### config.mk
export PLATFORM = sky130hd
export DESIGN_NAME = serial_subtractor
export DESIGN_NICKNAME = d
export VERILOG_FILES = /design/src/rtl/serial_arith_pkg.sv /design/src/rtl/serial_fs_cell.sv /design/src/rtl/serial_subtractor.sv
export SDC_FILE = /design/constraint.sdc
export NUM_CORES = 1
export LEC_CHECK = 0
export ABC_AREA = 0
export CORE_MARGIN = 2
export CORE_UTILIZATION = 46
export CTS_CLUSTER_DIAMETER = 120
export DETAILED_ROUTE_END_ITERATION = 10
export PLACE_DENSITY = 0.79
export SLEW_MARGIN = 15
export SYNTH_ARGS = -nofsm -noshare
export SYNTH_HDL_FRONTEND = slang
export SYNTH_HIERARCHICAL = 1
export SYNTH_SLANG_ARGS = --single-unit
### constraint.sdc
create_clock -name clk -period 1.32 [get_ports clk]
set_input_delay 0.198 -clock clk [delete_from_list [all_inputs] [get_ports clk]]
set_output_delay 0.198 -clock clk [all_outputs]
set_load 0.05 [all_outputs]
### src/rtl/serial_arith_pkg.sv
// Shared definitions for the bit-serial arithmetic blocks (adder and subtractor).
//   serial_state_t : 2-bit FSM state encoding {IDLE, SUB, DONE}
//   DEFAULT_WIDTH  : default operand width
//   cnt_width()    : bit-counter width able to hold 0..width
package serial_arith_pkg;

    typedef enum logic [1:0] {
        IDLE = 2'd0,
        SUB  = 2'd1,
        DONE = 2'd2
    } serial_state_t;

    localparam int DEFAULT_WIDTH = 32;

    function automatic int cnt_width(input int width);
        return $clog2(width + 1);
    endfunction

endpackage

### src/rtl/serial_fs_cell.sv
// Combinational 1-bit full subtractor: d = a - b - bin.
// Ports:
//   a, b  : operand bits
//   bin   : borrow in
//   d     : difference bit
//   bout  : borrow out
module serial_fs_cell (
    input  logic a,
    input  logic b,
    input  logic bin,
    output logic d,
    output logic bout
);

    assign d    = a ^ b ^ bin;
    // A borrow leaves this bit when b exceeds a, or when a==b and a borrow came in.
    assign bout = (~a & b) | (~(a ^ b) & bin);

endmodule

### src/rtl/serial_subtractor.sv
// Bit-serial two's-complement subtractor: diff = in1 - in2 (mod 2^WIDTH),
// one bit per clock, LSB first, through a single full-subtractor cell.
// Optional macro SERIAL_SUB_OVF_EN adds the signed-overflow output ovf.
// Ports:
//   clk, rst_n : clock, asynchronous active-low reset
//   in1, in2   : minuend / subtrahend, sampled when a start is accepted
//   st         : start request (accepted in IDLE or DONE, ignored while busy)
//   busy       : high for exactly WIDTH cycles while bits are processed
//   done       : high while a valid result is held
//   diff       : result, 0 when done=0
//   bout       : unsigned borrow out of the MSB, 0 when done=0
//   ovf        : (SERIAL_SUB_OVF_EN only) signed overflow, 0 when done=0
// Handshake: st is a level sampled on each rising edge while the block is in
// IDLE or DONE; a sampled 1 starts a run with the in1/in2 present on that edge.
module serial_subtractor
    import serial_arith_pkg::*;
#(
    parameter int WIDTH = DEFAULT_WIDTH
) (
    input  logic             clk,
    input  logic             rst_n,
    input  logic [WIDTH-1:0] in1,
    input  logic [WIDTH-1:0] in2,
    input  logic             st,
    output logic             busy,
    output logic             done,
    output logic [WIDTH-1:0] diff,
    output logic             bout
`ifdef SERIAL_SUB_OVF_EN
    ,
    output logic             ovf
`endif
);

    localparam int              CW       = cnt_width(WIDTH);
    localparam logic [CW-1:0]   LAST_CNT = CW'(WIDTH - 1);

    localparam logic [1:0] ST_IDLE = IDLE;
    localparam logic [1:0] ST_SUB  = SUB;
    localparam logic [1:0] ST_DONE = DONE;

    logic [1:0]       state_q;
    logic [WIDTH-1:0] a_q;
    logic [WIDTH-1:0] b_q;
    logic [WIDTH-1:0] r_q;
    logic             bor_q;
    logic [CW-1:0]    cnt_q;
    logic             cell_d;
    logic             cell_bout;

`ifdef SERIAL_SUB_OVF_EN
    logic             ovf_q;
`endif

    serial_fs_cell u_cell (
        .a    (a_q[0]),
        .b    (b_q[0]),
        .bin  (bor_q),
        .d    (cell_d),
        .bout (cell_bout)
    );

    always_ff @(posedge clk or negedge rst_n) begin
        if (!rst_n) begin
            state_q <= ST_IDLE;
            a_q     <= '0;
            b_q     <= '0;
            r_q     <= '0;
            bor_q   <= 1'b0;
            cnt_q   <= '0;
`ifdef SERIAL_SUB_OVF_EN
            ovf_q   <= 1'b0;
`endif
        end else begin
            case (state_q)
                ST_IDLE, ST_DONE: begin
                    // DONE accepts a start just like IDLE so runs can chain.
                    if (st) begin
                        a_q     <= in1;
                        b_q     <= in2;
                        r_q     <= '0;
                        bor_q   <= 1'b0;
                        cnt_q   <= '0;
`ifdef SERIAL_SUB_OVF_EN
                        ovf_q   <= 1'b0;
`endif
                        state_q <= ST_SUB;
                    end
                end
                ST_SUB: begin
                    // Result bits enter at the MSB so bit 0 lands at R[0] after WIDTH shifts.
                    r_q   <= {cell_d, r_q[WIDTH-1:1]};
                    a_q   <= {1'b0, a_q[WIDTH-1:1]};
                    b_q   <= {1'b0, b_q[WIDTH-1:1]};
                    bor_q <= cell_bout;
                    cnt_q <= cnt_q + 1'b1;
                    if (cnt_q == LAST_CNT) begin
                        state_q <= ST_DONE;
`ifdef SERIAL_SUB_OVF_EN
                        // On the last bit a_q[0]/b_q[0] are the operand sign bits.
                        ovf_q   <= (a_q[0] != b_q[0]) && (cell_d != a_q[0]);
`endif
                    end
                end
                default: state_q <= ST_IDLE;
            endcase
        end
    end

    assign busy = (state_q == ST_SUB);
    assign done = (state_q == ST_DONE);
    assign diff = done ? r_q : '0;
    assign bout = done & bor_q;
`ifdef SERIAL_SUB_OVF_EN
    assign ovf  = done & ovf_q;
`endif

endmodule

Word-level counts from Yosys, hierarchy flattened
Cells that the tools add are included.
{"block": "word_totals", "word_cells": 39, "mem_count": 0, "latchBits": 0, "mem_bits_rw": 0, "ff_bits": 105, "input_bits": 67, "output_inout_bits": 35, "rom_bits": 0}
{"block": "op_classes", "n_shift": 0, "n_bitwise": 8, "reduce_logical": 5, "n_mux": 14, "n_lt_le_gt_ge": 0, "addsub": 1, "div": 0, "multipliers": 0, "eq_ne": 5}
{"operator": "$pmux 32 s2", "n": 3}
{"operator": "$mux 32", "n": 4}
{"operator": "$pmux 6 s2", "n": 1}
{"operator": "$add 6x1->6 const B", "n": 1}
{"operator": "$eq 6x5->1 const B", "n": 1}
{"operator": "$mux 6", "n": 1}
{"operator": "$mux 2", "n": 2}
{"operator": "$pmux 2 s2", "n": 1}
{"operator": "$reduce_and 2->1", "n": 2}
{"operator": "$and 1x1->1", "n": 3}
{"operator": "$eq 2x1->1 const B", "n": 1}
{"operator": "$eq 2x2->1 const B", "n": 1}
{"operator": "$logic_not 2->1", "n": 1}
{"operator": "$ne 2x1->1 const B", "n": 1}
{"operator": "$ne 2x2->1 const B", "n": 1}
{"operator": "$not 1->1", "n": 2}
{"operator": "$pmux 1 s2", "n": 1}
{"operator": "$reduce_bool 2->1", "n": 1}
{"operator": "$reduce_or 2->1", "n": 1}
{"operator": "$xor 1x1->1", "n": 2}
{"operator": "$mux 1", "n": 1}
{"operator": "$or 1x1->1", "n": 1}

Longest topological paths before layout
{"block": "logic_depth", "word_depth": 5, "depth_mapped": 5, "depth_no_buf": 4}

Modules after synthesis
The synthesis kept the hierarchy.
{"module": "serial_subtractor", "seq_area_each_um2": 2627.5, "n_inst": 1, "cells_per_inst": 491, "area_each_um2": 4619.4}
{"module": "serial_fs_cell", "seq_area_each_um2": 0.0, "n_inst": 1, "cells_per_inst": 4, "area_each_um2": 31.3}

Least setup slack after synthesis
No wires, ideal clock.
{"block": "synth_path", "kind": "flip-flop to output port", "startpoint": "register state_q[0]", "endpoint": "output port diff[22]", "path_buffers": 1, "stages_incl_launch_ff": 4, "arrival_time_ps": 1796, "setup_slack_ps": -674, "required_ps": 1122, "cell_sequence": "dfrtp_1 nor2b_1 clkbuf_1 and2_1"}
{"block": "synth_via", "elab_chain_cells": 2}
{"element": "from (decl)", "line": "serial_subtractor.sv:42", "rtl": "logic [1:0] state_q;"}
{"element": "from (signal assigned)", "line": "serial_subtractor.sv:65", "rtl": "state_q <= ST_IDLE;"}
{"element": "from (signal assigned)", "line": "serial_subtractor.sv:87", "rtl": "state_q <= ST_SUB;"}
{"element": "from (signal assigned)", "line": "serial_subtractor.sv:98", "rtl": "state_q <= ST_DONE;"}
{"element": "$eq 2x2->1", "line": "serial_subtractor.sv:111", "rtl": "assign done = (state_q == ST_DONE);"}
{"element": "via done", "line": "serial_subtractor.sv:26", "rtl": "output logic done,"}
{"element": "$mux 32", "line": "serial_subtractor.sv:112", "rtl": "assign diff = done ? r_q : '0;"}
{"element": "to (decl)", "line": "serial_subtractor.sv:27", "rtl": "output logic [WIDTH-1:0] diff,"}
The timed path passes the listed nets, and every way through them passes these cells.

Worst setup path after layout
{"block": "layout_path", "startpoint": "register state_q[0]", "endpoint": "output port diff[23]"}
{"block": "layout_via", "elab_chain_cells": 2}
{"element": "$eq 2x2->1", "line": "serial_subtractor.sv:111"}
{"element": "$mux 32", "line": "serial_subtractor.sv:112"}
Every way passes these cells.

==> run metrics <==
status finished with violations; failing checks negative setup slack; CTS H-tree depth 3; syn_area_per_cell approximately 9.4 sq um; RSZ-0062 raised after global routing yes; most common cell in the synthesized netlist nand2_1; WL per Instance 19.59 um; Final Max Tran Viols 0; Max Cap Violations 0; final setup margin -404.6 ps; crit path capture type output port; area grow syn2layout 57.68%; TritonCTS sink count 105; Syn Inst Count 495; I/O Buffers about 100; TritonCTS Buffers 9; FP Rows 36; routed via count 4338; half-perimeter wire length after placement 7177 um; DRT iter0 DRCs 370; Min-Delay Path Class in2async; commonest cells in the netlist nand2_1 (130), dfrtp_1 (105), nor2_1 (63), a31oi_1 (62), a22o_1 (36); CTS Buffer Depth 2; DRC Markers 0; Critical Path Slowest Stage Cell dfrtp_2; Least-Margin Pin Slew 461.8 ps; drt total wl 14890 um; total track usage 0.2600; Max transition margin 0.6921; total negative setup slack -25540 ps; Seq cells post-synth 105; post-layout minimum cycle time around 1700 ps; FFs w/ async S/R, synth 1.000; I/O pin total 102; final instance area 7333 sq um; grt ovf 0; maximum clock frequency 579.9 MHz; final hold violations 0; CP max stage delay 440 ps; Initial Utilization 0.4758; CTS tree done; routed vias/inst 5.708; Worst Skew around 8.7 ps; Chip Height between 100 and 150 um; startpoint types flip-flop; core area 9774 sq um; Netlist cell types 28; share of cells above drive strength 1 0.2568; worst-path fanout max 8; clk root buf clkbuf_8; 1st-pass router iterations 5; total power 5.561 mW; DRT antenna net count 0; Post-synth EDFFs 0; clock latency on the worst-skew pair between 300 and 400 ps; routability cong. between 0.7 and 0.8; pin count of the biggest net entering global routing 70; Synth area leaders dfrtp_1 (56%), nand2_1 (10%), a31oi_1 (8.3%); Post-synth top flop dfrtp_1; Leak 3.129 nW; Syn. warnings 6; Most common cell on crit path buf_12; Required @ worst endpoint 1120 ps; Seq/Total Area, Yosys 0.5650; first-pass GRT wire length 22490 um; hold_ws roughly 370 ps; clock slew at reported path FFs 100 ps; VDD IR max 607.6 uV; Antenna Cells 0; period utilization 1.306; Die X 104.6 um; area of the mapped netlist about 4700 sq um; Setup-failing EPs final between 100 and 150; final net count 692; placed instance area 6286 sq um; worst path arrival time 1530 ps; CP Cell Sequence nor2b_4 > buf_12 > clkbuf_16 > and2_4 > buf_12; DIE AREA 10930 sq um; Crit Path Category reg2out; initial antenna violation count 0; post-synth top area share 0.5650; vias in the first global route 4352; pre-CTS setup slack -227.7 ps; fill count ~620; Pwr per Cell Area roughly 760 nW/um^2; Syn Nets approximately 560; Yosys top cell by area dfrtp_1
## worst paths after layout
kind / start / depth (start not counted) / endpoint / slack, ps
max: state_q[0]$_DFFE_PN0P_ / 5 / diff[23] / -400
min in group clk: in2[15] / 3 / b_q[15]$_DFFE_PN0P_ / 380
min reg2reg: r_q[0]$_DFFE_PN0P_ / 1 / r_q[0]$_DFFE_PN0P_ / 520
max in group asynchronous: rst_n / 3 / b_q[7]$_DFFE_PN0P_ / 550
max reg2reg: state_q[0]$_DFFE_PN0P_ / 7 / cnt_q[2]$_DFFE_PN0P_ / -230
min: rst_n / 3 / r_q[26]$_DFFE_PN0P_ / 370
## layer usage
metal,global-route usage,part of all wire,vias up
li1,-,-,1941
met1,0.3232,0.39,2153
met2,0.4510,0.52,206
met3,0.05365,0.066,38
met4,0.08880,0.026,0
met5,0,0,-
## layout by cell type, fill, tap and decap left out, drive strengths merged, types with 3 or more instances in the layout
| cell | netlist | layout |
|---|---|---|
| nand2 | 130 | 130 |
| dfrtp | 105 | 105 |
| buf | 27 | 82 |
| clkdlybuf4s50 | 0 | 65 |
| nor2 | 64 | 64 |
| a31oi | 62 | 62 |
| a22o | 36 | 36 |
| and2 | 33 | 33 |
| clkbuf | 11 | 15 |
| inv | 5 | 6 |
| bufbuf | 0 | 3 |
| o21ai | 3 | 3 |
| a21oi | 3 | 3 |
## final cells by class
cell class / count / area [sq um] / area share
clock buffer: 11 / 131.4 / 0.01792
inverter: 5 / 23.77 / 0.003242
timing repair buffer: 155 / 2317 / 0.3160
multi-input combinational: 347 / 2012 / 0.2744
sequential: 105 / 2629 / 0.3585
tap: 133 / 166.4 / 0.02269
clock inverter: 4 / 53.80 / 0.007337
## sequential cells by signal, summed over array words and instances, names as in the netlist
signal	flops
a_q	32
b_q	32
bor_q	1
cnt_q	6
r_q	32
state_q	2
## power by group
part | internal, mW | switching, mW | total [mW] | leakage (nW)
Clock | 0.876 | 1.08 | 1.96 | 0.0860
Combinational | 0.212 | 0.115 | 0.327 | 1.62
Sequential | 3.25 | 0.0304 | 3.28 | 1.43
## critical path: cells and delay by family, from the launching register on
family	cells	cell delay, ps
simple gates	2	300
flops	1	440
buf+inv	3	420
## cell families after synthesis
logic type,count (synthesis),synth area share
xor+xnor,1,0.001884
simple gates,236,0.2150
buf+inv,43,0.04466
fa+ha+maj,2,0.006995
compound gates,105,0.1598
flops,105,0.5650
mux,3,0.006726
## per-stage QoR
stage,cells,utilization
after floorplan,495,-
after global placement,707,0.6431
after detailed placement,707,0.6431
after CTS,751,0.7293
after global routing,760,0.7503
final,760,0.7503
## what timing repair did
item / in CTS / in global routing
hold buffers: 1 / 0
buffers inserted: 15 / 7
cloned: 13 / 7
gates resized for setup: 73 / 21
pin swaps: 25 / 17
hold endpoints to repair: 105 / 0
setup endpoints to repair: 43 / 140
Power figures use the tool's default switching activity.
==> RTL change 1, RTL diff (same settings) <==
Add a define of `SERIAL_SUB_OVF_EN`.
--- a/src/rtl/serial_subtractor.sv
+++ b/src/rtl/serial_subtractor.sv
@@ -12,6 +12,8 @@
 //   ovf        : (SERIAL_SUB_OVF_EN only) signed overflow, 0 when done=0
 // Handshake: st is a level sampled on each rising edge while the block is in
 // IDLE or DONE; a sampled 1 starts a run with the in1/in2 present on that edge.
+`define SERIAL_SUB_OVF_EN
+
 module serial_subtractor
     import serial_arith_pkg::*;
 #(
Formal check against the unedited RTL (old outputs only; new: ovf): equivalent (Yosys induction, for registers that start in step).
==> RTL change 1 against the unedited design <==
The flow still finishes with violations (setup timing); setup slack worse by 0.017 ns; sequential cell count is 1 higher; cell count is 3.7% lower; wire length is 36% higher; synthesized cell count is 11% lower; synthesized area is 0.16% lower; clock skew is 0.012 ns higher; final area is 12% higher; sequential share of layout area is 3.5 points lower; global-route usage is 3.8 points higher; critical endpoint is now diff[2].
Power is left out: it rests on default switching activity, and per cell area and clock period it moved more than threefold.
==> RTL change 1: results (changes against the unedited design) <==
stage;metric;value;unit;change
clock_network;CTS clock-pin slew for the worst setup and hold paths;0.12;ns;was 0.10 ns
synth;Synth cell types;31;;was 28
place;placed cells;658;;was 707
place;GP Congestion;0.762;;was 0.761
place;DP Worst Slack;-0.405;ns;was -0.228 ns
layout;Buffers, non-clock;180;;was 155
global_routing;number of global-route vias before repair;4486;;was 4352
global_routing;largest net degree at the start of global routing;67;;was 70
synth;Commonest cells post-synth;dfrtp_1 (106), nand2_1 (67), nand3_1 (63);;was nand2_1 (130), dfrtp_1 (105), nor2_1 (63)
layout;multi-input gates;292;;was 347
critical_path;worst flop-to-flop path endpoint;cnt_q[3];;was cnt_q[2]
routing;Routed WL per cell;27.7;um;was 19.6 um
layout;Seq area share;0.323;;was 0.358
layout;layout cells sized above 1;0.424;;was 0.257
synth;synth top area cells;dfrtp_1 (57%), a22oi_1 (10%), nand3_1 (6.8%), a22o_1 (6.8%), nand2_1 (5.4%);;was dfrtp_1 (56%), nand2_1 (10%), a31oi_1 (8.3%), a22o_1 (6.8%), nor2_1 (5.1%)
routing;vias;4861;;was 4338
layout;fin area;8210;um^2;was 7330 um^2
place;Cell Area, Placed;6320;um^2;was 6290 um^2
timing;clk_skew;0.0203;ns;was 0.00867 ns
global_routing;GRT Util Overall;0.298;;was 0.260
routing;met1 wire length;7000;um;was 5770 um
routing;drt first-iter violations;614;;was 370
timing;setup_tns;-37.21;ns;was -25.54 ns
outcome;status;complete, but fails checks;;unchanged
outcome;failing checks;setup timing;;unchanged
timing;Final setup viols;142;;was 138
routing;Via density;6.64;;was 5.71
place;port bufs;102;;was 101
layout;CLK BUF;10;;was 11
global_routing;routing usage on met1;0.382;;was 0.323
global_routing;first-pass GRT wire length;25300;um;was 22500 um
routing;drt first pass iters;7;;was 5
critical_path;R2R depth;8;;was 7
routing;DR WL met2;9700;um;was 7750 um
critical_path;R2R setup slack;-0.34;ns;was -0.23 ns
synth;net count after synthesis;508;;was 564
layout;NonClk Buf Share;0.339;;was 0.316
timing;worst setup margin;-0.421;ns;was -0.405 ns
[RTL change 1: cell count changes in the layout (fill, tap and decap cells not counted), sizes merged, moves of 3 or more]
cell    before  now
nand2      130   67
a31oi       62    1
a22oi        0   62
clkbuf      15   28
bufbuf       3    0
nand3        2   63
nor2        64    7
buf         82   96
clkinv       0    3
[RTL change 1: logic make-up (layout without fill, tap and decap cells)]
kind of cell	after synthesis	after routing	synth area share
and+or+nand+nor	177	181	0.189
AOI/OAI and AO/OA	105	105	0.178
buffers and inverters	45	201	0.0461
adders and majority gates	2	2	0.00701
xor gates and xnor gates	1	1	0.00189
DFF	106	106	0.571
muxes	3	3	0.00647
[RTL change 1: timing repair]
action                                  CTS  global route
hold buffers                              1             0
endpoints found under the setup margin  139           142
resized for setup                       114            64
gates cloned                             11            23
buffers inserted                         16            13
endpoints found under the hold margin   106             0
pin swaps                                28           128
==> RTL change 2, RTL diff (config.mk and constraints unchanged) <==
Without the edit above. Register the output `bout`, without a reset; this adds one clock of latency there. The other outputs are not delayed to match.
--- a/src/rtl/serial_subtractor.sv
+++ b/src/rtl/serial_subtractor.sv
@@ -38,6 +38,8 @@
     localparam logic [1:0] ST_IDLE = IDLE;
     localparam logic [1:0] ST_SUB  = SUB;
     localparam logic [1:0] ST_DONE = DONE;
+
+    logic bout_d;
 
     logic [1:0]       state_q;
     logic [WIDTH-1:0] a_q;
@@ -110,10 +112,14 @@
     assign busy = (state_q == ST_SUB);
     assign done = (state_q == ST_DONE);
     assign diff = done ? r_q : '0;
-    assign bout = done & bor_q;
+    assign bout_d = done & bor_q;
 `ifdef SERIAL_SUB_OVF_EN
     assign ovf  = done & ovf_q;
 `endif
 
+    always_ff @(posedge clk) begin
+        bout <= bout_d;
+    end
+
 endmodule
 
Formal check against the unedited RTL: same outputs for any inputs over 10 cycles, from zero or initial values and one cycle with rst_n low; that may be too few to reach the edited logic, so the function may still have changed.
==> RTL change 2 against the unedited design <==
The run still ends with setup timing left; final area grew 14%; sequential cell count grew 1; combinational power rose by 8.0%; sequential share of layout area down 4.2 points; synthesized area grew 0.43%; setup slack got worse by 0.016 ns; wire length rose by 31%; total power increased by 2.6%; critical endpoint is now diff[29]; largest power group unchanged.
==> RTL change 2: results (changes against the unedited design) <==
stage;metric;value;unit;change
outcome;status;complete, but fails checks;;unchanged
outcome;failing checks;setup timing;;unchanged
critical_path;peak fanout along the critical path;17;;was 8
global_routing;GRT met3 Usage;0.0499;;was 0.0536
power_and_ir_drop;Lkg Pwr;0.00351;uW;was 0.00313 uW
timing;Final setup viols;139;;was 138
clock_network;clock buffer depth;2;;unchanged
clock_network;CTS clock-pin slew for the worst setup and hold paths;0.12;ns;was 0.10 ns
critical_path;critical path's slowest cell;dfrtp_2;;unchanged
clock_network;Root Driver;clkbuf_8;;unchanged
layout;nets@finish;716;;was 692
clock_network;worst skew pair latency;0.40;ns;was 0.37 ns
synth;sequential cell area fraction in the yosys report;0.567;;was 0.565
critical_path;kind of cell with the highest combined delay on the critical path;flip-flops;;unchanged
global_routing;largest net degree at the start of global routing;57;;was 70
layout;layout cells sized above 1;0.411;;was 0.257
timing;setup_tns;-35.91;ns;was -25.54 ns
global_routing;number of global-route vias before repair;4561;;was 4352
synth;Async S/R FF share, synth;0.991;;was 1.00
layout;ant diodes;0;;unchanged
routing;vias;4915;;was 4338
timing;worst setup margin;-0.421;ns;was -0.405 ns
place;DP Worst Slack;-0.367;ns;was -0.228 ns
global_routing;routing usage on met1;0.322;;was 0.323
critical_path;crit-path max cell delay;0.48;ns;was 0.44 ns
power_and_ir_drop;Max IR drop VDD;0.505;mV;was 0.608 mV
clock_network;H-tree levels;3;;unchanged
layout;Layout fillers;441;;was 621
routing;Routed WL per cell;24.8;um;was 19.6 um
timing;worst slew margin relative to its limit;0.792;;was 0.692
synth;main flop type after synthesis;dfrtp_1;;unchanged
global_routing;first-pass GRT wire length;23400;um;was 22500 um
synth;Commonest cells post-synth;nand2_1 (130), dfrtp_1 (105), nor2_1 (63);;unchanged
synth;net count after synthesis;565;;was 564
place;GP Congestion;0.760;;was 0.761
critical_path;CP arrival;1.54;ns;
routing;drt first-iter violations;593;;was 370
global_routing;M2 GR Usage;0.488;;was 0.451
global_routing;GRT Util Overall;0.272;;was 0.260
place;post-DP HPWL;7260;um;was 7180 um
synth;synth top area cells;dfrtp_1 (56%), nand2_1 (10%), a31oi_1 (8.3%), a22o_1 (6.8%), nor2_1 (5.1%);;unchanged
timing;clk_skew;0.0135;ns;was 0.00867 ns
synth;Synth cell types;29;;was 28
RTL change 2: timing repair:
item	in CTS	in global routing
cloned	17	13
hold buffers	1	0
buffers inserted	18	13
pin swaps	56	42
gates resized for setup	85	146
setup endpoints to repair	112	139
hold endpoints to repair	105	0
RTL change 2: worst paths after layout:
kind	from	end	slack, ns
hold reg to reg	cnt_q[2]	cnt_q[2]	0.51
min in group clk	in2[21]	b_q[21]	0.34
setup / recovery	state_q[0]	diff[29]	-0.42
setup reg to reg	state_q[0]	a_q[30]	-0.35
max in group asynchronous	rst_n	b_q[11]	0.71
hold / removal	rst_n	r_q[13]	0.32
RTL change 2: cell type report:
type	instances	area, um^2	area share
clock buffer	9	124	0.0148
clock inverter	7	58.8	0.00703
inverter	5	23.8	0.00284
multi-input combinational	348	2570	0.307
sequential	106	2650	0.317
tap	133	166	0.0199
timing repair buffer	177	2780	0.332
RTL change 2: where the power goes:
| part | switching [uW] | leakage (uW) | total (uW) | internal, uW |
|---|---|---|---|---|
| Sequential | 35.7 | 0.00143 | 3310 | 3280 |
| Combinational | 134 | 0.00199 | 353 | 219 |
| Clock | 1320 | 0.0000929 | 2040 | 726 |
RTL change 2: through the flow:
stage | instances | cell area [um^2]
2_1_floorplan | 496 | 4720
6_report | 785 | 8370
5_1_grt | 785 | 8370
3_5_place_dp | 713 | 6320
3_3_place_gp | 713 | 6320
4_1_cts | 763 | 7380
RTL change 2: cells by family (layout without fill, tap and decap cells):
group	count (synthesis)	count (layout)	synth area share
flip-flops	106	106	0.567
buffers and inverters	43	198	0.0445
AO/OA/AOI/OAI	105	105	0.159
AND/OR/NAND/NOR	236	237	0.214
adder cells (fa/ha/maj)	2	2	0.00696
XOR/XNOR	1	1	0.00188
multiplexers	3	3	0.00670
RTL change 2: worst register-to-register path: stages (launching register included):
cell and delay (ns):
dfrtp_2 0.48, buf_12 0.15, nor2b_4 0.18, buf_8 0.15, buf_12 0.13, buf_6 0.12
nand2_1 0.09, a31oi_1 0.27
RTL change 2: metal layers:
metal  up-vias  share of wire
li1       1992              -
met1      2436           0.36
met2       382           0.50
met3       105          0.089
met4         0          0.053
met5         -              0
